## config.mk

```make
export PLATFORM = sky130hd
export DESIGN_NAME = key_reader
export DESIGN_NICKNAME = d
export VERILOG_FILES = /design/src/rtl/key_reader_pkg.sv /design/src/rtl/key_lane.sv /design/src/rtl/key_reader.sv
export SDC_FILE = /design/constraint.sdc
export NUM_CORES = 1
export LEC_CHECK = 0
export ABC_AREA = 1
export ABC_CLOCK_PERIOD_IN_PS = 2400
export BUFFER_PORTS_ARGS = -buffer_cell sky130_fd_sc_hd__clkbuf_2
export CORE_UTILIZATION = 34
export DETAILED_ROUTE_END_ITERATION = 12
export PLACE_DENSITY = 0.6
export SLEW_MARGIN = 20
export SYNTH_ARGS = -nofsm -noshare
export SYNTH_HDL_FRONTEND = slang
export SYNTH_SLANG_ARGS = --single-unit
```

## constraint.sdc

```tcl
create_clock -name clk -period 2.4 [get_ports clk]
set_input_delay 0.48 -clock clk [delete_from_list [all_inputs] [get_ports clk]]
set_output_delay 0.48 -clock clk [all_outputs]
set_load 0.03 [all_outputs]
```

## src/rtl/key_reader_pkg.sv

```systemverilog
// Shared types and helpers for the push-button reader: lane state encoding,
// the electrical level of a pressed key, and width helpers for the counters.
package key_reader_pkg;

  typedef enum logic [1:0] {
    IDLE         = 2'd0,
    PRESS_WAIT   = 2'd1,
    HELD         = 2'd2,
    RELEASE_WAIT = 2'd3
  } lane_state_e;

  // Board keys pull low when pressed.
  localparam logic KEY_PRESSED_LVL = 1'b0;

  function automatic int clog2(input int value);
    int bits;
    int rem;
    bits = 0;
    rem  = value - 1;
    while (rem > 0) begin
      bits++;
      rem = rem >> 1;
    end
    return (bits < 1) ? 1 : bits;
  endfunction

  function automatic int max3(input int a, input int b, input int c);
    int m;
    m = (a > b) ? a : b;
    return (m > c) ? m : c;
  endfunction

endpackage

```

## src/rtl/key_lane.sv

```systemverilog
// One key: 2-flop synchroniser, debounce FSM, level and press/release strobes.
// Auto-repeat of press strobes while held is built when KEY_READER_REPEAT_EN is defined.
module key_lane
  import key_reader_pkg::*;
#(
  parameter int DEBOUNCE_CYCLES = 500000,
  parameter int REPEAT_DELAY    = 25000000,
  parameter int REPEAT_RATE     = 5000000
) (
  input  logic clk,
  input  logic reset_n,
  input  logic key_n,
  output logic key_level,
  output logic key_press,
  output logic key_release,
  output logic press_next
);

  localparam int CNT_W = clog2(max3(DEBOUNCE_CYCLES, REPEAT_DELAY, REPEAT_RATE) + 1);
  localparam logic [CNT_W-1:0] DEB_MAX = CNT_W'(DEBOUNCE_CYCLES);
  localparam logic [CNT_W-1:0] CNT_ONE = CNT_W'(1);

  logic [1:0]       sync;
  logic             pressed;
  lane_state_e      state, state_nxt;
  logic [CNT_W-1:0] cnt, cnt_nxt;
  logic             level_nxt;
  logic             release_nxt;

`ifdef KEY_READER_REPEAT_EN
  localparam logic [CNT_W-1:0] DELAY_MAX = CNT_W'(REPEAT_DELAY);
  localparam logic [CNT_W-1:0] RATE_MAX  = CNT_W'(REPEAT_RATE);

  logic [CNT_W-1:0] rep_cnt, rep_cnt_nxt;
  logic             rep_rate, rep_rate_nxt;
`endif

  // Presetting to "released" keeps a key held through reset from looking like a fresh edge.
  always_ff @(posedge clk or negedge reset_n) begin
    if (!reset_n) sync <= 2'b11;
    else          sync <= {sync[0], key_n};
  end

  assign pressed = (sync[1] == KEY_PRESSED_LVL);

  // NOTE: every state flop uses <= so all lanes update from the same pre-edge values.
  always_ff @(posedge clk or negedge reset_n) begin
    if (!reset_n) begin
      state       <= IDLE;
      cnt         <= '0;
      key_level   <= 1'b0;
      key_press   <= 1'b0;
      key_release <= 1'b0;
`ifdef KEY_READER_REPEAT_EN
      rep_cnt     <= '0;
      rep_rate    <= 1'b0;
`endif
    end else begin
      state       <= state_nxt;
      cnt         <= cnt_nxt;
      key_level   <= level_nxt;
      key_press   <= press_next;
      key_release <= release_nxt;
`ifdef KEY_READER_REPEAT_EN
      rep_cnt     <= rep_cnt_nxt;
      rep_rate    <= rep_rate_nxt;
`endif
    end
  end

  // NOTE: defaults first so no path through the case leaves a signal unassigned (no latches).
  always_comb begin
    state_nxt   = state;
    cnt_nxt     = cnt;
    level_nxt   = key_level;
    press_next  = 1'b0;
    release_nxt = 1'b0;

    case (state)
      IDLE: begin
        if (pressed) begin
          state_nxt = PRESS_WAIT;
          cnt_nxt   = CNT_ONE;
        end
      end
      PRESS_WAIT: begin
        if (!pressed) begin
          state_nxt = IDLE;
          cnt_nxt   = '0;
        end else if (cnt == DEB_MAX) begin
          state_nxt  = HELD;
          cnt_nxt    = '0;
          level_nxt  = 1'b1;
          press_next = 1'b1;
        end else begin
          cnt_nxt = cnt + CNT_ONE;
        end
      end
      HELD: begin
        if (!pressed) begin
          state_nxt = RELEASE_WAIT;
          cnt_nxt   = CNT_ONE;
        end
      end
      RELEASE_WAIT: begin
        if (pressed) begin
          state_nxt = HELD;
          cnt_nxt   = '0;
        end else if (cnt == DEB_MAX) begin
          state_nxt   = IDLE;
          cnt_nxt     = '0;
          level_nxt   = 1'b0;
          release_nxt = 1'b1;
        end else begin
          cnt_nxt = cnt + CNT_ONE;
        end
      end
    endcase

`ifdef KEY_READER_REPEAT_EN
    // Repeat timing spans HELD and RELEASE_WAIT so a release bounce does not restart it.
    rep_cnt_nxt  = rep_cnt;
    rep_rate_nxt = rep_rate;
    if (state == PRESS_WAIT && state_nxt == HELD) begin
      rep_cnt_nxt  = CNT_ONE;
      rep_rate_nxt = 1'b0;
    end else if (state == HELD || state == RELEASE_WAIT) begin
      if (rep_cnt == (rep_rate ? RATE_MAX : DELAY_MAX)) begin
        rep_cnt_nxt  = CNT_ONE;
        rep_rate_nxt = 1'b1;
        if (state_nxt != IDLE) press_next = 1'b1;
      end else begin
        rep_cnt_nxt = rep_cnt + CNT_ONE;
      end
    end else begin
      rep_cnt_nxt  = '0;
      rep_rate_nxt = 1'b0;
    end
`endif
  end

endmodule

```

## src/rtl/key_reader.sv

```systemverilog
// Debounced push-button reader: NUM_KEYS independent lanes plus a combined press strobe.
// Define KEY_READER_REPEAT_EN to enable auto-repeat press strobes on held keys.
module key_reader
  import key_reader_pkg::*;
#(
  parameter int NUM_KEYS        = 4,
  parameter int DEBOUNCE_CYCLES = 500000,
  parameter int REPEAT_DELAY    = 25000000,
  parameter int REPEAT_RATE     = 5000000
) (
  input  logic                clk,
  input  logic                reset_n,
  input  logic [NUM_KEYS-1:0] key_n,
  output logic [NUM_KEYS-1:0] key_level,
  output logic [NUM_KEYS-1:0] key_press,
  output logic [NUM_KEYS-1:0] key_release,
  output logic                any_press
);

  logic [NUM_KEYS-1:0] press_next;

  for (genvar i = 0; i < NUM_KEYS; i++) begin : g_lane
    key_lane #(
      .DEBOUNCE_CYCLES(DEBOUNCE_CYCLES),
      .REPEAT_DELAY   (REPEAT_DELAY),
      .REPEAT_RATE    (REPEAT_RATE)
    ) u_lane (
      .clk        (clk),
      .reset_n    (reset_n),
      .key_n      (key_n[i]),
      .key_level  (key_level[i]),
      .key_press  (key_press[i]),
      .key_release(key_release[i]),
      .press_next (press_next[i])
    );
  end

  // Registered from the lanes' next-press terms so it lines up with key_press.
  always_ff @(posedge clk or negedge reset_n) begin
    if (!reset_n) any_press <= 1'b0;
    else          any_press <= |press_next;
  end

endmodule

```

# Word level (Yosys, flattened, before mapping)

Cells that the tools add are included.

Add/subtract/negate cells: 4
Eq/ne operators: 48
Multiplexer cells: 92
Reductions and logical operators: 21

Operators by type and width:

| cell                                                                     | number |
|---|---|
| 25-bit two-way mux                                                       | 20 |
| 25-bit one-hot mux with 4 select lines                                   | 4 |
| 25-bit by 1-bit adder with 25-bit output (second input constant)         | 4 |
| 25-bit by 19-bit equality test with 1-bit output (second input constant) | 4 |
| 2-bit two-way mux                                                        | 24 |
| 1-bit two-way mux                                                        | 36 |
| 2-bit by 1-bit != test with 1-bit output (second input constant)         | 16 |
| 2-bit one-hot mux with 4 select lines                                    | 4 |
| 5-bit AND reduction                                                      | 4 |
| 2-bit equality test (second input constant)                              | 8 |
| 2-bit != test (second input constant)                                    | 8 |
| 4-bit AND reduction                                                      | 4 |
| 3-bit by 1-bit != test with 1-bit output (second input constant)         | 4 |
| 3-bit != test (second input constant)                                    | 4 |
| 2-bit by 1-bit equality test with 1-bit output (second input constant)   | 4 |
| 2-bit zero test                                                          | 4 |
| 1-bit one-hot mux with 2 select lines                                    | 4 |
| 2-bit AND reduction                                                      | 4 |
| 2-bit nonzero test                                                       | 4 |
| 4-bit OR reduction                                                       | 1 |

Bits in registers: 129
Input bits: 6
Output and inout bits: 13

# Logic depth before layout (Yosys ltp)

Gate-level depths: netlist of the first run.

Word-level depth: 5
Mapped depth: 12
Gate-level depth less buffers: 12

# Cells and area by module

A second synthesis of the first run with hierarchy kept.

Cell total of the unflattened synthesis: 1172
Area, all modules: 8395.6 um^2

By module, submodules not included:

| module                          | times used | cells each | area an instance (um^2) | sequential area each (um^2) |
|---|---|---|---|---|
| key_lane (g_lane[0].u_lane ...) | 3          | 297        | 2107.0                  | 803.3 |
| key_lane (g_lane[3].u_lane)     | 1          | 277        | 2038.2                  | 803.3 |
| key_reader                      | 1          | 4          | 36.3                    | 25.0 |

# Least setup slack after synthesis of the first run

OpenSTA, ideal clock, no wires.

Path kind: register to register
From: register g_lane[1].u_lane.cnt[0]
To: register g_lane[1].u_lane.cnt[22]
Data arrival time: 1.458 ns
Data required time: 2.279 ns
Slack: 0.821 ns
Cell stages (with the launch flop): 13
Buffers on the path: 1
Clock period less this slack: 1.579 ns
Cells stage by stage: dfrtp_1 inv_1 ha_1 inv_1 nor2_1 nand2_1 nor2_1 nand3_2 nand2_4 inv_2 buf_6 nand3_1 o21ai_1

Cells in the longest elaborated chain, start to end: 4
Elaborated cells between the ends (all ways): 6

Ends and longest elaborated chain:

| what                                                                                                                | RTL line                        | RTL |
|---|---|---|
| from (decl)                                                                                                         | key_lane.sv:26                  | `logic [CNT_W-1:0] cnt, cnt_nxt;` |
| from (signal assigned)                                                                                              | key_lane.sv:60                  | `cnt <= cnt_nxt;` |
| 25-bit by 1-bit adder with 25-bit output / 25-bit by 19-bit equality test with 1-bit output (equally long branches) | -                               |  |
| 25-bit two-way mux *                                                                                                | key_lane.sv:90, key_lane.sv:109 |  |
| 25-bit two-way mux, on equally long branches                                                                        | key_lane.sv:106, key_lane.sv:87 |  |
| 25-bit one-hot mux with 4 select lines *                                                                            | key_lane.sv:79                  | `case (state)` |

Mark *: on every way between the ends. The rest lies on a longest branch, timed or not.
A chain may end at the register's enable or synchronous reset.

# Worst setup path in the final report of the first run

From: register g_lane[0].u_lane.cnt[0]
To: register g_lane[0].u_lane.cnt[11]

Cells in the longest elaborated chain, start to end: 4
Elaborated cells between the ends (all ways): 6

Ends and longest elaborated chain:

| what                                                                                                                | RTL line |
|---|---|
| from (decl)                                                                                                         | key_lane.sv:26 |
| from (signal assigned)                                                                                              | key_lane.sv:60 |
| 25-bit by 1-bit adder with 25-bit output / 25-bit by 19-bit equality test with 1-bit output (equally long branches) | - |
| 25-bit two-way mux *                                                                                                | key_lane.sv:90, key_lane.sv:109 |
| 25-bit two-way mux, on equally long branches                                                                        | key_lane.sv:106, key_lane.sv:87 |
| 25-bit one-hot mux with 4 select lines *                                                                            | key_lane.sv:79 |

Marks and branches as above.

==> impl_metrics.ini, run 1 <==
[status]
status = finished, final reports clean

[critical_path]
critPathArrivalTime_ps = 2180
cp-end-kind = flip-flop
cp_slowest_cell = dfrtp_1
crit_required_ps = 2700
cp_cell_sequence = inv_1 > ha_1 > inv_1 > nor2_1 > nand2_1 > nor2_1 > nand3_1 > nand2_2 > inv_2 > o211ai_1 > nand2_1
cpLargestDelayFamily = simple AND/OR/NAND/NOR gates
slowest_delay_ps = 430
critPathBufInv = 3
path_class = flip-flop to flip-flop
path_max_fanout = 13
r2r_slack_ps = 530
start_kind = flip-flop

[clock_tree]
cts_inserted_buffers = 17
clock_path_buffers = 2
cts_tree = built
cts_resized = 0
cts_root_buf = clkbuf_16
clkLatencyLatePin_ps = 420
clk_pin_slew_ps = 60
clock_sinks = 129
htreeDepth = 4

[grt]
gr-usage-met3_pct = 3.64
met2_usage_pct = 26.1
grt.busiest_layer = met2
use_met1_pct = 21.4
grt_pass1_vias = 6486
antenna_found_initial = 1
gr-total-overflow = 0
grt_pass1_wl_mm = 31.0
track_usage_pct = 16.0
grt_max_degree = 72

[synthesis]
synth_warnings = 0
ys_seq_elements = 129
synthCells = 1118
synth_area_per_cell_sq_um = 7.08
synth_edf_count = 0
yosysSeqAreaShare_pct = 40.9
synth.cell_area_sq_mm = 0.00791
async_reset_ff_share_pct = 100
syn_nets = 1132
synth_cell_type_count = 39
synth_ff_type = dfrtp_1

[floorplan]
dieArea_sq_mm = 0.0239
die_x_microns = 155
die_h_microns = 155
num_io_pins = 19
core_sq_mm = 0.0227
fp-row-count = 55
start_util_pct = 34.8

[sta]
fmax_mhz = 533
hold_slack_ps = 139
tightestPinTransition_ps = 456
finalHoldViolations = 0
finalSetupTns_ps = 0
finalSetupViolCount = 0
layout_min_cycle_time_ps = 1870
rsz0062_at_grt = no
fin_skew_ps = 7.10
final_max_slew_viol_count = 0
relSlewSlack_pct = 69.5
finalCritPeriodShare_pct = 78.1

[worst_hold_path]
hp-class = input pin to flip-flop

[finish]
fin_nets = 1150
utilization_pct = 39.0
final_layout_size_suffix_gt1_share_pct = 12.4
area_growth_pct = 12.0
final_cells = 1435

[pwr]
total_power_mw = 6.12
power_leakage_nw = 4.02
power_density_mw_per_mm2 = 690
vdd_drop_max_mv = 0.474

[detailed_routing]
via_per_inst = 4.80
drcViolationCount = 0
vias = 6891
drtAntennaViolNets = 0
postRouteWirelength_mm = 18.0
drt-wirelength-per-cell_microns = 12.5
drtIter0Drc = 467
dr.pass1.iters = 5

[placed_design]
place_inst = 1401
place_congestion = 0.852
io_buffer_count = 18
dp_hpwl_mm = 13.2

[job]
cap_violations = 0
worst register-to-register path: stages (launching register included):
cell      delay, ps
dfrtp_1         430
inv_1           130
ha_1            150
inv_1            40
nor2_1           70
nand2_1          50
nor2_1           90
nand3_1         140
nand2_2         270
inv_2           190
o211ai_1        120
nand2_1          70
per-layer routing:
| layer | share of wire, % | vias up |
|---|---|---|
| met3 | 3.3 | 16 |
| li1 | - | 3564 |
| met2 | 46 | 87 |
| met4 | 0.73 | 0 |
| met1 | 50 | 3224 |
| met5 | 0 | - |
path summary, 6_finish.rpt:
check / end / start / cells past startpoint
worst max-delay path: g_lane[0].u_lane.cnt[11] / g_lane[0].u_lane.cnt[0] / 11
worst max register to register: g_lane[0].u_lane.cnt[11] / g_lane[0].u_lane.cnt[0] / 11
worst min register to register: g_lane[1].u_lane.sync[1] / g_lane[1].u_lane.sync[0] / 0
worst min-delay path: g_lane[1].u_lane.sync[0] / key_n[1] / 1
max in group asynchronous: g_lane[2].u_lane.sync[1] / reset_n / 3
min in group asynchronous: g_lane[1].u_lane.cnt[9] / reset_n / 2
metrics by stage:
stage          setup WS [ps]  cell area [sq um]
5_1_grt                  297               8860
6_report                 525               8860
2_1_floorplan            821               7910
4_1_cts                  515               8860
3_3_place_gp             570               8220
3_5_place_dp             507               8220
logic make-up (layout without fill, tap and decap cells):
group / after synthesis / count (layout) / synth area share (%)
other cells: 0 / 1 / 0
fa+ha+maj: 8 / 8 / 1.27
simple gates: 690 / 690 / 39.5
compound gates: 91 / 91 / 6.37
buf+inv: 180 / 211 / 9.74
xor+xnor: 20 / 20 / 2.21
flops: 129 / 129 / 40.9
what timing repair did:
item                                   4_1_cts  5_1_grt
endpoints found under the hold margin       28        0
hold buffers                                 1        0
setup buffers                                0        0
synthesized netlist by cell type (2+ instances only):
| cell type | count | share of area (%) |
|---|---|---|
| nand4_2 | 2 | 0.32 |
| inv_2 | 17 | 0.81 |
| nand3_1 | 78 | 4.9 |
| nor2_4 | 8 | 1.1 |
| dfrtp_1 | 121 | 38 |
| dfstp_2 | 8 | 2.7 |
| o21ai_1 | 14 | 0.89 |
| nor3_1 | 13 | 0.82 |
| a21oi_1 | 26 | 1.6 |
| nor2_2 | 23 | 1.8 |
| buf_4 | 16 | 1.5 |
| nand3_2 | 9 | 1.1 |
| nand2_1 | 299 | 14 |
| o22ai_1 | 14 | 1.1 |
| a31oi_1 | 4 | 0.32 |
| nand4_1 | 39 | 3.1 |
| nand2_4 | 6 | 0.85 |
| nand2_2 | 9 | 0.71 |
| buf_6 | 4 | 0.57 |
| o21ai_0 | 25 | 1.6 |
| xor2_1 | 17 | 1.9 |
| buf_2 | 4 | 0.25 |
| nand3b_1 | 3 | 0.28 |
| o21bai_1 | 4 | 0.38 |
| ha_1 | 8 | 1.3 |
| xnor2_1 | 3 | 0.33 |
| inv_1 | 138 | 6.5 |
| nor2_1 | 195 | 9.3 |
flip-flops by register name, summed over array words and instances (netlist names), named ones only:
| name | cells |
|---|---|
| g_lane.u_lane.sync | 8 |
| g_lane.u_lane.key_press | 4 |
| g_lane.u_lane.key_level | 4 |
| any_press | 1 |
| g_lane.u_lane.cnt | 100 |
| g_lane.u_lane.state | 4 |
| g_lane.u_lane.key_release | 4 |
area by class of cell:
type,count,area [sq um]
fill,2389,13800
sequential,129,3240
multi-input combinational,809,3900
antenna,1,2.50
clock inverter,14,189
timing repair buffer,23,149
tap,285,357
clock buffer,18,439
inverter,156,586
where the power goes:
group	total (mW)	internal [mW]	switching, mW
combinational	0.931	0.264	0.667
clock	2.76	1.76	0.998
sequential	2.43	2.29	0.137
total	6.12	4.31	1.80
cell usage in the layout, fill, tap and decap left out, types with 4 or more instances in the layout:
cell type and n:
o21bai_1 4, nand2_4 6, clkbuf_16 17, clkinv_2 4
nand3_1 78, dfrtp_1 121, clkbuf_2 17, dfstp_2 8
nor3_1 13, a31oi_1 4, bufinv_16 4, xor2_1 17
nand2_2 9, nand2_1 299, inv_1 138, inv_2 17
nor2_2 23, ha_1 8, nor2_4 8, nand3_2 9
a21oi_1 26, o21ai_0 25, nor2_1 195, nand4_1 39
o22ai_1 14, o21ai_1 14
Power figures use the tool's default switching activity.
==> run 2, diff against run 1 <==
--- a/config.mk
+++ b/config.mk
@@ -6,7 +6,7 @@
 export NUM_CORES = 1
 export LEC_CHECK = 0
 export ABC_AREA = 1
-export ABC_CLOCK_PERIOD_IN_PS = 2400
+export ABC_CLOCK_PERIOD_IN_PS = 1950
 export BUFFER_PORTS_ARGS = -buffer_cell sky130_fd_sc_hd__clkbuf_2
 export CORE_UTILIZATION = 34
 export DETAILED_ROUTE_END_ITERATION = 12
==> constraint.sdc (replaced) <==
create_clock -name clk -period 1.95 [get_ports clk]
set_input_delay 0.39 -clock clk [delete_from_list [all_inputs] [get_ports clk]]
set_output_delay 0.39 -clock clk [all_outputs]
set_load 0.03 [all_outputs]
==> run 2 against run 1 <==
Clock power grew 9.1%; design area grew 0.35%; routed wire length grew 1.4%; maximum frequency grew 3.9%; power grew 17%; via count grew 0.44%; first-iteration DRC count shrank 1.7%; highest routed layer unchanged.
==> impl_metrics.ini, run 2 (synthesis gave the netlist of run 1 again) <==
[critical_path]
cp.depth = 10
slowest_delay_ps = 540
start_kind = flip-flop
critPathBufInv = 1
crit_required_ps = 2300
r2r_cells = 10
cpLargestDelayFamily = simple AND/OR/NAND/NOR gates
timing.rr.start = g_lane[3].u_lane.sync[1]
r2r_slack_ps = 150
cp_slowest_cell = dfstp_2
critPathArrivalTime_ps = 2150
cp_cell_sequence = inv_1 > nand2_1 > nand3_2 > nand2_2 > nor2_2 > nand2_2 > nor2_2 > nand2_1 > nand2_1 > nor2_1
crit_start = g_lane[3].u_lane.sync[1]
crit_top_cell = nand2_1
crit_end = g_lane[3].u_lane.cnt[19]
path_max_fanout = 17
path_class = flip-flop to flip-flop
cp-end-kind = flip-flop
regToRegEndpoint = g_lane[3].u_lane.cnt[19]

[placed_design]
place_congestion = 0.855
dp_hpwl_mm = 13.5
io_buffer_count = 18

[detailed_routing]
dr.pass1.iters = 5
drtIter0Drc = 459
drtAntennaViolNets = 0
vias = 6921
drcViolationCount = 0
postRouteWirelength_mm = 18.2
drt-wirelength-per-cell_microns = 12.7
via_per_inst = 4.81

[worst_hold_path]
hold_path.startpoint = key_n[0]
hp-class = input pin to flip-flop

[grt]
grt_pass1_wl_mm = 31.7
gr-total-overflow = 0
antenna_found_initial = 0
grt_pass1_vias = 6564
track_usage_pct = 16.4
grt_max_degree = 40

[finish]
fill_cells = 2394
area_growth_pct = 12.4
largest_reg_flops = 100
final_cell_mix = nand2_1 (297), nor2_1 (195), inv_1 (138)
fin_nets = 1156
final_layout_size_suffix_gt1_share_pct = 13.1
final_common_cell = nand2_1
n_antenna_cell = 0
largest-register = g_lane.u_lane.cnt
largestRegisters = g_lane.u_lane.cnt: 100 flops, g_lane.u_lane.sync: 8 flops

[sta]
fin_skew_ps = 12.1
relSlewSlack_pct = 67.9
finalSetupViolCount = 0
rsz0062_at_grt = no
tightestPinTransition_ps = 481
final_max_slew_viol_count = 0
layout_min_cycle_time_ps = 1800
fmax_mhz = 554
finalCritPeriodShare_pct = 92.5
hold_slack_ps = 51.5
finalHoldViolations = 0
finalSetupTns_ps = 0

[pwr]
power_leakage_nw = 4.03
power_density_mw_per_mm2 = 807
vdd_drop_max_mv = 0.486

[floorplan]
dieArea_sq_mm = 0.0239
die_h_microns = 155
die_x_microns = 155
core_sq_mm = 0.0227
num_io_pins = 19
start_util_pct = 34.8
fp-row-count = 55

[clock_tree]
clock_sinks = 129
cts_root_buf = clkbuf_16
htreeDepth = 4
clock_path_buffers = 2
cts_inserted_buffers = 17
clk_pin_slew_ps = 60
clkLatencyLatePin_ps = 420
cts_tree = built

[status]
status = finished, final reports clean

[job]
cap_violations = 0
[run 2: through the flow]
step / cells / worst slack [ps] / util, % / total power, mW / instance area, sq um
after global routing: 1440 / 14.8 / 39.2 / 7.57 / 8890
after detailed placement: 1406 / 160 / 36.5 / 4.20 / 8280
after CTS: 1439 / 112 / 39.0 / 7.25 / 8850
final: 1440 / 146 / 39.2 / 7.17 / 8890
after floorplan: 1118 / 371 / - / 3.93 / 7910
after global placement: 1406 / 174 / 36.5 / 4.19 / 8280
[run 2: layer usage]
layer	up-vias	track usage [%]	wire length, microns
li1	3584	-	-
met1	3196	22.9	9280
met2	119	25.9	8100
met3	22	3.39	655
met4	0	3.96	196
met5	-	0	0
[run 2: worst min path at each step]
stage / endpoint / depth (start not counted)
global placement: g_lane[1].u_lane.cnt[21] / 1
floorplan: async pin / 0
CTS: g_lane[1].u_lane.sync[0] / 1
finish: g_lane[0].u_lane.sync[0] / 1
detailed placement: g_lane[1].u_lane.cnt[20] / 1
global route: g_lane[1].u_lane.sync[0] / 1
[run 2: area by class of cell]
type / count / area [sq um] / area share [%]
inverter: 156 / 588 / 6.61
sequential: 129 / 3240 / 36.4
tap: 285 / 357 / 4.01
clock inverter: 13 / 115 / 1.29
timing repair buffer: 29 / 219 / 2.46
multi-input combinational: 809 / 3930 / 44.2
clock buffer: 19 / 443 / 4.98
[run 2: timing repair]
item | CTS | global route
setup buffers | 0 | 1
hold buffers | 1 | 0
endpoints found under the hold margin | 36 | 0
gates resized for setup | 0 | 10
setup endpoints to repair | 0 | 18
[run 2: where the power goes]
part           internal, mW  total [mW]  leakage, nW  switching, mW
Clock                  1.78        3.01        0.265           1.23
Combinational         0.346        1.17         2.01          0.825
Sequential             2.82        2.99         1.75          0.172
==> run 3, diff against run 2 <==
--- a/config.mk
+++ b/config.mk
@@ -6,11 +6,13 @@
 export NUM_CORES = 1
 export LEC_CHECK = 0
 export ABC_AREA = 1
-export ABC_CLOCK_PERIOD_IN_PS = 1950
+export ABC_CLOCK_PERIOD_IN_PS = 1500
 export BUFFER_PORTS_ARGS = -buffer_cell sky130_fd_sc_hd__clkbuf_2
 export CORE_UTILIZATION = 34
 export DETAILED_ROUTE_END_ITERATION = 12
-export PLACE_DENSITY = 0.6
+export HOLD_SLACK_MARGIN = 0.12
+export PLACE_DENSITY = 0.61
+export SETUP_SLACK_MARGIN = 0.2
 export SLEW_MARGIN = 20
 export SYNTH_ARGS = -nofsm -noshare
 export SYNTH_HDL_FRONTEND = slang
==> constraint.sdc (replaced) <==
create_clock -name clk -period 1.5 [get_ports clk]
set_input_delay 0.3 -clock clk [delete_from_list [all_inputs] [get_ports clk]]
set_output_delay 0.3 -clock clk [all_outputs]
set_load 0.03 [all_outputs]
==> run 3 against run 2 <==
The run now ends with negative setup slack left; final cell count grew 15%; power grew 72%; die area unchanged.
==> impl_metrics.ini, run 3 (synthesis gave the netlist of run 1 again) <==
[floorplan]
fp-row-count = 55
dieArea_sq_mm = 0.0239
die_x_microns = 155
start_util_pct = 34.8
core_sq_mm = 0.0227
num_io_pins = 19
die_h_microns = 155

[status]
violations = negative setup slack
status = complete, but fails checks

[critical_path]
r2r_slack_ps = -130
start_kind = flip-flop
crit_start = g_lane[0].u_lane.cnt[1]
path_max_fanout = 6
path_class = flip-flop to flip-flop
cp-end-kind = flip-flop
regToRegEndpoint = g_lane[0].u_lane.cnt[4]
r2r_cells = 11
timing.rr.start = g_lane[0].u_lane.cnt[1]
critPathArrivalTime_ps = 1940
crit_required_ps = 1810
crit_end = g_lane[0].u_lane.cnt[4]

[sta]
tightestPinTransition_ps = 470
fin_skew_ps = 8.85
hold_slack_ps = 356
setup_ws_ps = -131
rsz0062_at_grt = yes
finalCritPeriodShare_pct = 109
fmax_mhz = 613
relSlewSlack_pct = 68.4
final_max_slew_viol_count = 0
finalSetupTns_ps = -5050
layout_min_cycle_time_ps = 1630
finalSetupViolCount = 89
finalHoldViolations = 0

[finish]
fin_nets = 1366
final_cells = 1650
n_antenna_cell = 0
final_cell_mix = nand2_1 (226), buf_4 (158), nor2_1 (136)
area_growth_pct = 54.5
largest_reg_flops = 100
largestRegisters = g_lane.u_lane.cnt: 100 flops, g_lane.u_lane.sync: 8 flops
final_layout_size_suffix_gt1_share_pct = 45.4
final_common_cell = nand2_1
largest-register = g_lane.u_lane.cnt

[placed_design]
io_buffer_count = 18
place_inst = 1528
dp_hpwl_mm = 14.3
place_ws_ps = -157
place_congestion = 0.853

[clock_tree]
cts_root_buf = clkbuf_16
htreeDepth = 4
clk_pin_slew_ps = 60
clock_path_buffers = 2
clkLatencyLatePin_ps = 430
cts_inserted_buffers = 17
cts_tree = built
clock_sinks = 129

[pwr]
vdd_drop_max_mv = 0.638
power_leakage_nw = 5.45
power_density_mw_per_mm2 = 1010

[grt]
track_usage_pct = 19.1
grt_pass1_wl_mm = 36.5
antenna_found_initial = 0
gr-total-overflow = 0
grt_pass1_vias = 7516
grt_max_degree = 39

[detailed_routing]
via_per_inst = 4.91
drtIter0Drc = 539
vias = 8098
drcViolationCount = 0
drtAntennaViolNets = 0
dr.pass1.iters = 6
postRouteWirelength_mm = 23.9
drt-wirelength-per-cell_microns = 14.5

[job]
cap_violations = 0

[worst_hold_path]
hp-class = flip-flop to flip-flop
[run 3: changes by cell type in the layout (fill, tap and decap cells not counted), moves of 22 or more]
cell	previous run	this run
nand2_2	10	63
nor2_2	20	42
nand3_1	77	46
nand2_1	297	226
nor2_1	195	136
inv_1	138	108
nor2_4	11	48
buf_6	1	42
buf_4	7	158
[run 3: critical path, stage by stage (launching register included)]
cell     delay [ps]
dfrtp_1         410
inv_2            90
ha_4            130
inv_2            30
nor2_1           80
nand2_1          90
nor2_4          120
nand3_4         120
nand2_8         150
buf_12          120
buf_16          120
o22ai_2          60
[run 3: cell type report]
cell class,instances,area [sq um]
clock buffers,20,467
repair inverters,2,22.5
well taps,285,357
multi-input cells,813,5270
fillers,1899,10500
repair buffers,233,2110
flip-flops and latches,129,3250
clock inverters,12,105
inverters,156,637
[run 3: through the flow]
step	power [mW]	area (sq um)	util, %
2_1_floorplan	5.31	8110	-
3_3_place_gp	6.08	9400	41.4
3_5_place_dp	6.09	9400	41.4
4_1_cts	11.6	11300	49.9
5_1_grt	12.8	12200	53.8
6_report	12.4	12200	53.8
[run 3: power by group]
part | internal (mW) | switching (mW) | leakage, nW
sequential | 3.67 | 0.251 | 1.73
clock | 2.41 | 1.70 | 0.283
combinational | 2.00 | 2.33 | 3.43
[run 3: routing by layer]
| layer | part of all wire [%] | GRT usage (%) |
|---|---|---|
| met1 | 44 | 25.1 |
| met2 | 49 | 31.4 |
| met3 | 3.8 | 3.42 |
| met4 | 2.7 | 6.93 |
| met5 | 0 | 0 |
[run 3: worst min path at each step]
stage / slack, ps / cells after the start / startpoint / to
2_1_floorplan: 4 / 0 / reset_n / async pin
3_3_place_gp: 250 / 1 / reset_n / g_lane[0].u_lane.cnt[19]
3_5_place_dp: 250 / 1 / reset_n / g_lane[0].u_lane.cnt[19]
4_1_cts: 360 / 0 / g_lane[1].u_lane.sync[0] / g_lane[1].u_lane.sync[1]
5_1_grt: 360 / 0 / g_lane[1].u_lane.sync[0] / g_lane[1].u_lane.sync[1]
6_report: 360 / 0 / g_lane[1].u_lane.sync[0] / g_lane[1].u_lane.sync[1]
[run 3: what timing repair did]
item                                    in CTS  in global routing
cloned                                       7                  1
pin swaps                                   80                 91
resized for setup                          231                175
hold buffers                                 5                  0
buffers inserted                            39                 38
endpoints found under the setup margin     124                130
hold endpoints to repair                    38                  0
